===== src/rtl/uart_pkg.sv =====
// uart_pkg: definitions shared by the UART blocks.
//   - uart_state_t : receiver FSM state encoding (2 bits)
//   - DEF_*        : default frame and oversampling parameters
//   - clogb2       : width needed to count 0..value-1 (minimum 1 bit)
package uart_pkg;

    typedef enum logic [1:0] {
        ST_IDLE  = 2'd0,
        ST_START = 2'd1,
        ST_DATA  = 2'd2,
        ST_STOP  = 2'd3
    } uart_state_t;

    localparam int DEF_NB_DATA    = 8;
    localparam int DEF_SB_TICK    = 16;
    localparam int DEF_OVERSAMPLE = 16;

    // Number of bits needed to hold the values 0..value-1.
    function automatic int clogb2(input int value);
        int width;
        int v;
        width = 0;
        for (v = value - 1; v > 0; v = v >> 1) begin
            width = width + 1;
        end
        if (width == 0) begin
            width = 1;
        end
        return width;
    endfunction

endpackage


===== src/rtl/sync_2ff.sv =====
// sync_2ff: two-flop synchronizer for a single asynchronous input.
//   i_clk   : destination clock
//   i_reset : synchronous, active-high; both flops load RESET_VAL
//   i_d     : asynchronous input
//   o_q     : synchronized output, two clocks behind i_d
module sync_2ff #(
    parameter logic RESET_VAL = 1'b1
) (
    input  logic i_clk,
    input  logic i_reset,
    input  logic i_d,
    output logic o_q
);

    logic meta;

    always_ff @(posedge i_clk) begin
        if (i_reset) begin
            meta <= RESET_VAL;
            o_q  <= RESET_VAL;
        end else begin
            meta <= i_d;
            o_q  <= meta;
        end
    end

endmodule


===== src/rtl/uart_rx.sv =====
// uart_rx: oversampling UART receiver.
//   i_clk       : system clock
//   i_reset     : synchronous, active-high; aborts any frame in progress
//   i_tick      : oversampling strobe, OVERSAMPLE ticks per bit period
//   i_rx        : raw serial line, idle high, asynchronous to i_clk
//   o_data      : last received byte, held until the next completed frame
//   o_rx_done   : one-cycle pulse when a frame completes
//   o_frame_err : one-cycle pulse alongside o_rx_done when the stop sample is 0
//   o_state     : current FSM state, for observation only
//
// Handshake: o_rx_done is a valid-only strobe with no ready/backpressure.
// o_data is valid in the o_rx_done cycle and stays stable until the next
// o_rx_done; a consumer that has not latched it by then loses the byte.
//
// OVERSAMPLE must be even and >= 4 so that the mid-start-bit check lands
// on a tick strictly inside the start bit.
module uart_rx
    import uart_pkg::*;
#(
    parameter int NB_DATA    = DEF_NB_DATA,
    parameter int SB_TICK    = DEF_SB_TICK,
    parameter int OVERSAMPLE = DEF_OVERSAMPLE
) (
    input  logic               i_clk,
    input  logic               i_reset,
    input  logic               i_tick,
    input  logic               i_rx,
    output logic [NB_DATA-1:0] o_data,
    output logic               o_rx_done,
    output logic               o_frame_err,
    output uart_state_t        o_state
);

    localparam int S_MAX = (OVERSAMPLE > SB_TICK) ? OVERSAMPLE : SB_TICK;
    localparam int S_W   = clogb2(S_MAX);
    localparam int N_W   = clogb2(NB_DATA);

    localparam logic [S_W-1:0] S_ONE       = S_W'(1);
    localparam logic [S_W-1:0] S_HALF_LAST = S_W'(OVERSAMPLE / 2 - 1);
    localparam logic [S_W-1:0] S_BIT_LAST  = S_W'(OVERSAMPLE - 1);
    localparam logic [S_W-1:0] S_STOP_LAST = S_W'(SB_TICK - 1);
    localparam logic [N_W-1:0] N_ONE       = N_W'(1);
    localparam logic [N_W-1:0] N_LAST      = N_W'(NB_DATA - 1);

    logic rx_s;

    uart_state_t        state, state_next;
    logic [S_W-1:0]     s, s_next;
    logic [N_W-1:0]     n, n_next;
    logic [NB_DATA-1:0] b, b_next;
    logic [NB_DATA-1:0] data_next;
    logic               done_next;
    logic               ferr_next;

    sync_2ff #(
        .RESET_VAL(1'b1)
    ) u_sync_rx (
        .i_clk  (i_clk),
        .i_reset(i_reset),
        .i_d    (i_rx),
        .o_q    (rx_s)
    );

    always_ff @(posedge i_clk) begin
        if (i_reset) begin
            state       <= ST_IDLE;
            s           <= '0;
            n           <= '0;
            b           <= '0;
            o_data      <= '0;
            o_rx_done   <= 1'b0;
            o_frame_err <= 1'b0;
        end else begin
            state       <= state_next;
            s           <= s_next;
            n           <= n_next;
            b           <= b_next;
            o_data      <= data_next;
            o_rx_done   <= done_next;
            o_frame_err <= ferr_next;
        end
    end

    always_comb begin
        state_next = state;
        s_next     = s;
        n_next     = n;
        b_next     = b;
        data_next  = o_data;
        done_next  = 1'b0;
        ferr_next  = 1'b0;

        case (state)
            // Start-edge detection runs every clock, not only on ticks, so
            // the START tick count is referenced to the edge as closely as
            // the synchronizer allows.
            ST_IDLE: begin
                if (!rx_s) begin
                    state_next = ST_START;
                    s_next     = '0;
                end
            end

            // Re-check the line at mid-start-bit; a high line means the
            // falling edge was a glitch and is dropped silently.
            ST_START: begin
                if (i_tick) begin
                    if (s == S_HALF_LAST) begin
                        if (!rx_s) begin
                            state_next = ST_DATA;
                            s_next     = '0;
                            n_next     = '0;
                        end else begin
                            state_next = ST_IDLE;
                        end
                    end else begin
                        s_next = s + S_ONE;
                    end
                end
            end

            // From mid-start-bit, each full bit period lands on mid-bit.
            ST_DATA: begin
                if (i_tick) begin
                    if (s == S_BIT_LAST) begin
                        s_next = '0;
                        b_next = {rx_s, b[NB_DATA-1:1]};
                        if (n == N_LAST) begin
                            state_next = ST_STOP;
                        end else begin
                            n_next = n + N_ONE;
                        end
                    end else begin
                        s_next = s + S_ONE;
                    end
                end
            end

            // The byte is handed over even when the stop sample is low.
            ST_STOP: begin
                if (i_tick) begin
                    if (s == S_STOP_LAST) begin
                        state_next = ST_IDLE;
                        data_next  = b;
                        done_next  = 1'b1;
                        ferr_next  = ~rx_s;
                    end else begin
                        s_next = s + S_ONE;
                    end
                end
            end

            default: begin
                state_next = ST_IDLE;
            end
        endcase
    end

    assign o_state = state;

endmodule


===== config.mk =====
export PLATFORM = sky130hd
export DESIGN_NAME = uart_rx
export DESIGN_NICKNAME = d
export VERILOG_FILES = /design/src/rtl/uart_pkg.sv /design/src/rtl/sync_2ff.sv /design/src/rtl/uart_rx.sv
export SDC_FILE = /design/constraint.sdc
export NUM_CORES = 1
export LEC_CHECK = 0
export ABC_AREA = 1
export BUFFER_PORTS_ARGS = -buffer_cell sky130_fd_sc_hd__clkbuf_2
export CELL_PAD_IN_SITES_DETAIL_PLACEMENT = 1
export CELL_PAD_IN_SITES_GLOBAL_PLACEMENT = 1
export CORE_UTILIZATION = 30
export CTS_BUF_LIST = sky130_fd_sc_hd__clkbuf_4 sky130_fd_sc_hd__clkbuf_8
export DETAILED_ROUTE_END_ITERATION = 8
export PLACE_DENSITY_LB_ADDON = 0.1
export SYNTH_ARGS = -nofsm -noshare
export SYNTH_HDL_FRONTEND = slang
export SYNTH_HIERARCHICAL = 1
export SYNTH_SLANG_ARGS = --single-unit

===== constraint.sdc =====
create_clock -name i_clk -period 3.7 [get_ports i_clk]
set_input_delay 0.185 -clock i_clk [delete_from_list [all_inputs] [get_ports i_clk]]
set_output_delay 0.185 -clock i_clk [all_outputs]
set_load 0.01 [all_outputs]

======== Word-level counts from Yosys, hierarchy flattened ========
Index checks and enable logic that the tools add are counted.
cells by class
  add/sub/neg operators ................... 2
  equality and inequality tests ........... 17
  multiplexer cells ....................... 26
  bitwise operators ....................... 4
  reduce and logical (&&, ||, !) cells .... 9
operators by type and width
  kind                 count
  $mux 4               7
  $ne 2x2->1 const B   11
  $mux 2               9
  $mux 3               6
  $pmux 4 s4           1
  $pmux 2 s4           1
  $reduce_and 8->1     1
  $reduce_and 7->1     1
  $pmux 3 s2           1
  $reduce_and 3->1     2
  $add 4x1->4 const B  1
  $eq 2x2->1 const B   2
  $eq 4x3->1 const B   1
  $eq 4x4->1 const B   1
  $not 1->1            4
  $reduce_and 4->1     1
  $reduce_or 4->1      1
  $add 3x1->3 const B  1
  $eq 3x3->1 const B   1
  $reduce_or 3->1      1
  $eq 2x1->1 const B   1
  $logic_not 2->1      1
  $reduce_bool 2->1    1
  $mux 1               1
word-level totals
  register bits ........................... 29
  output and inout port bits .............. 12
  word-level logic and storage cells ...... 67

======== Logic depth before layout (Yosys ltp) ========
  depth after elaboration ................. 5
  gate-level depth with buffers ........... 11
  gate-level depth less buffers ........... 11

======== By module ========
The synthesis kept the hierarchy.
by module, submodules not included
  module    times used  cells each  area an instance (µm²)  sequential area each (µm²)
  uart_rx   1           178         1258.7                  540.5
  sync_2ff  1           7           58.8                    40.0

======== Least setup slack after synthesis ========
Ideal clock, no wire load.
  path type ............................... register to register
  start ................................... register s[0]
  end ..................................... register o_data[1]
  library setup time ...................... 113 ps
  arrival ................................. 1200 ps
  path slack .............................. 2386 ps
  cell stages (with the launch flop) ...... 8
  buffers on the path ..................... 1
  clock period less this slack ............ 1314 ps
  cells stage by stage .................... dfxtp_1 ha_1 nand3_2 nor2_4 nand2_2 buf_6 o21ai_1 nor2_1
on the way
  word-level cells in the longest chain between the ends .. 2
ends and longest elaborated chain
  element                     RTL line        text
  start: declaration          uart_rx.sv:48   logic [S_W-1:0] s, s_next;
  start signal: assignment    uart_rx.sv:75   s <= s_next;
  $eq 4x4->1                  uart_rx.sv:142  if (s == S_STOP_LAST) begin
  $reduce_and 3->1 (no line)  n/a
  end signal: assignment      uart_rx.sv:78   o_data <= data_next;
  end: declaration            uart_rx.sv:28   output logic [NB_DATA-1:0] o_data,
Every way passes these cells.
A chain may end at the register's enable or synchronous reset.

======== Worst setup path after layout ========
  start ................................... register s[0]
  end ..................................... register o_data[2]
The elaborated chain is that of the path after synthesis.

==> results.toml <==
[outcome]
status = "finished clean"

[power]
power.density_nw_per_um2 = 474
ir_drop_v = 0.000187
leakagePower_nw = 0.683

[global_route]
antenna_found_initial = 0
grt_pass1_wl_um = 5460
grtUsageMet2 = 0.245
grt-busiest-layer = "met2"
gr-usage-met3 = 0.0550
grt_start_max_net_pins = 22
grt_pass1_vias = 1116
met1_usage = 0.216
overflow = 0
track_usage = 0.165

[sta]
skew_ns = 0.00598
period_share = 0.445
setup_tns_ns = 0
rsz0062_at_grt = "false"
slew_headroom = 0.609
hold_ws_ns = 0.0836
finalHoldViolCount = 0
min_period_ns = 1.65
setup_viol = 0
worst_pin_slew_ns = 0.586
report.final.slew_viol_count = 0
fmax_mhz = 607

[cts]
post_cts_buffers = 0
clk_pin_slew_worst_paths_ns = 0.07
htree_levels = 2
ctsResizeCount = 0
cts_tree = "built"
root_buffer = "clkbuf_8"
clk-insertion-delay-late_ns = 0.28
hold_buffers = 0
numCtsBuffers = 5
clk_path_buf_depth = 2
cts_sinks = 29

[job]
cap_violations = 0

[setup_path]
cp-start-kind = "flip-flop"
critPathRequiredTime_ns = 3.91
endpoint_kind = "flip-flop"
path_max_fanout = 11
path_class = "flip-flop to flip-flop"
worst-endpoint-arrival_ns = 1.86

[logic_synthesis]
seq_area_frac_synth = 0.441
yosys-mux-area-fraction = 0
yosysMostFrequentCell = "nor2_1"
synthAdderAreaFrac = 0.0285
synth_compound_area_frac = 0.102
async_flop_share = 0
yosys_warnings = 6
synth_top_family_by_area = "simple AND/OR/NAND/NOR gates"
netlist_area_um2 = 1320
synth_top_area_share = 0.441
synth_area_leader_cell = "dfxtp_1"
synth_ff_type = "dfxtp_1"
synth.avg_cell_area_um2 = 7.12
synth_nets = 192
synth_simple_gate_area_frac = 0.340
yosysUniqueCellTypes = 21
yosys-top-cells-count = "nor2_1, nand2_1, dfxtp_1"
synth_cells = 185
synth_xor_area_frac = 0.00665
synth_seq_cells = 29
synth_edf_count = 0
netlist_top_cells_area = "dfxtp_1, nor2_1, nand2_1"

[placed_design]
place_hpwl_um = 2340
port_buffers = 15
placed_cell_area_um2 = 1410
placed_cells = 245
place_congestion = 0.752

[final_layout]
drive_above_1_share = 0.187
syn_to_final_growth_pct = 13.9
diodes = 0
stdcell_area_um2 = 1500
nets = 209
instances_no_fill = 253

[routing]
drc = 0
dr.pass1.iters = 4
num_vias = 1139
ant_nets = 0
drt-initial-drc-count = 37
wl_per_cell_um = 12.8
vias_per_cell = 4.50
routed_wl_um = 3240

[floorplan]
dieArea_um2 = 4660
io_pins = 16
start_util = 0.320
die_y_um = 68.3
num_rows = 23
coreArea_um2 = 4120
die_x_um = 68.3

[hold_path]
holdCritPathClass = "input port to flip-flop"
per-stage QoR:
| step | worst slack (ns) | total power [W] | util |
|---|---|---|---|
| after detailed placement | 2.09 | 0.000459 | 0.344 |
| after global placement | 2.12 | 0.000453 | 0.344 |
| final | 2.05 | 0.000711 | 0.365 |
| after floorplan | 2.39 | 0.000433 | - |
| after CTS | 2.05 | 0.000725 | 0.365 |
| after global routing | 1.91 | 0.000756 | 0.365 |
area by class of cell:
| type | instances | area, um^2 |
|---|---|---|
| Multi-Input combinational cell | 133 | 628 |
| Timing Repair Buffer | 15 | 75.1 |
| Sequential cell | 29 | 581 |
| Fill cell | 545 | 2620 |
| Clock inverter | 2 | 10.0 |
| Tap cell | 50 | 62.6 |
| Inverter | 18 | 67.6 |
| Clock buffer | 6 | 76.3 |
cells in the final DEF, fill, tap and decap left out, drive strengths merged:
cell	Yosys	final
inv	18	18
nor2	53	53
o21ai	17	17
clkinv	0	2
nand2	40	40
clkbuf	1	21
nor3	1	1
xor2	1	1
a21oi	9	9
or2	1	1
nand3	8	8
dfxtp	29	29
ha	3	3
per-layer routing:
layer	part of all wire	vias to the layer above	routed length, um
li1	-	609	-
met1	0.53	511	1710
met2	0.43	14	1380
met3	0.029	5	94
met4	0.016	0	51
met5	0	-	0
flip-flops by register name, indices dropped and copies added (netlist names), named ones only:
register and count:
u_sync_rx/meta 1, o_frame_err 1, n 3, o_rx_done 1
b 8, o_data 8, o_state 1, s 4
u_sync_rx/o_q 1
critical path, stage by stage, from the launching register on:
cell and delay, ns:
dfxtp_1 0.38, ha_1 0.28, nand3_2 0.18, nor2_4 0.17, nand2_2 0.19, inv_2 0.20
nor2_1 0.06, nor2_1 0.12
power by group:
group | switching, W | internal [W] | leakage (nW) | total (W)
clock network | 0.000123 | 0.000137 | 0.0484 | 0.000260
logic | 0.0000690 | 0.0000391 | 0.400 | 0.000108
registers | 0.0000166 | 0.000326 | 0.235 | 0.000342
worst paths after layout:
kind                            depth (start not counted)                        end  slack, ns                 startpoint
worst min-delay path                                    3  u_sync_rx/meta$_SDFF_PP1_       0.08                       i_rx
worst min register to register                          2   u_sync_rx/o_q$_SDFF_PP1_       0.42  u_sync_rx/meta$_SDFF_PP1_
worst max register to register                          7     o_data[2]$_SDFFE_PP0P_       2.05          s[0]$_SDFFE_PP0P_
worst max-delay path                                    7     o_data[2]$_SDFFE_PP0P_       2.05          s[0]$_SDFFE_PP0P_
kinds of logic after synthesis:
kind of cell / Yosys count
compound gates: 26
buf+inv: 23
xor+xnor: 1
fa+ha+maj: 3
simple gates: 103
flops: 29
Power figures use the tool's default switching activity.
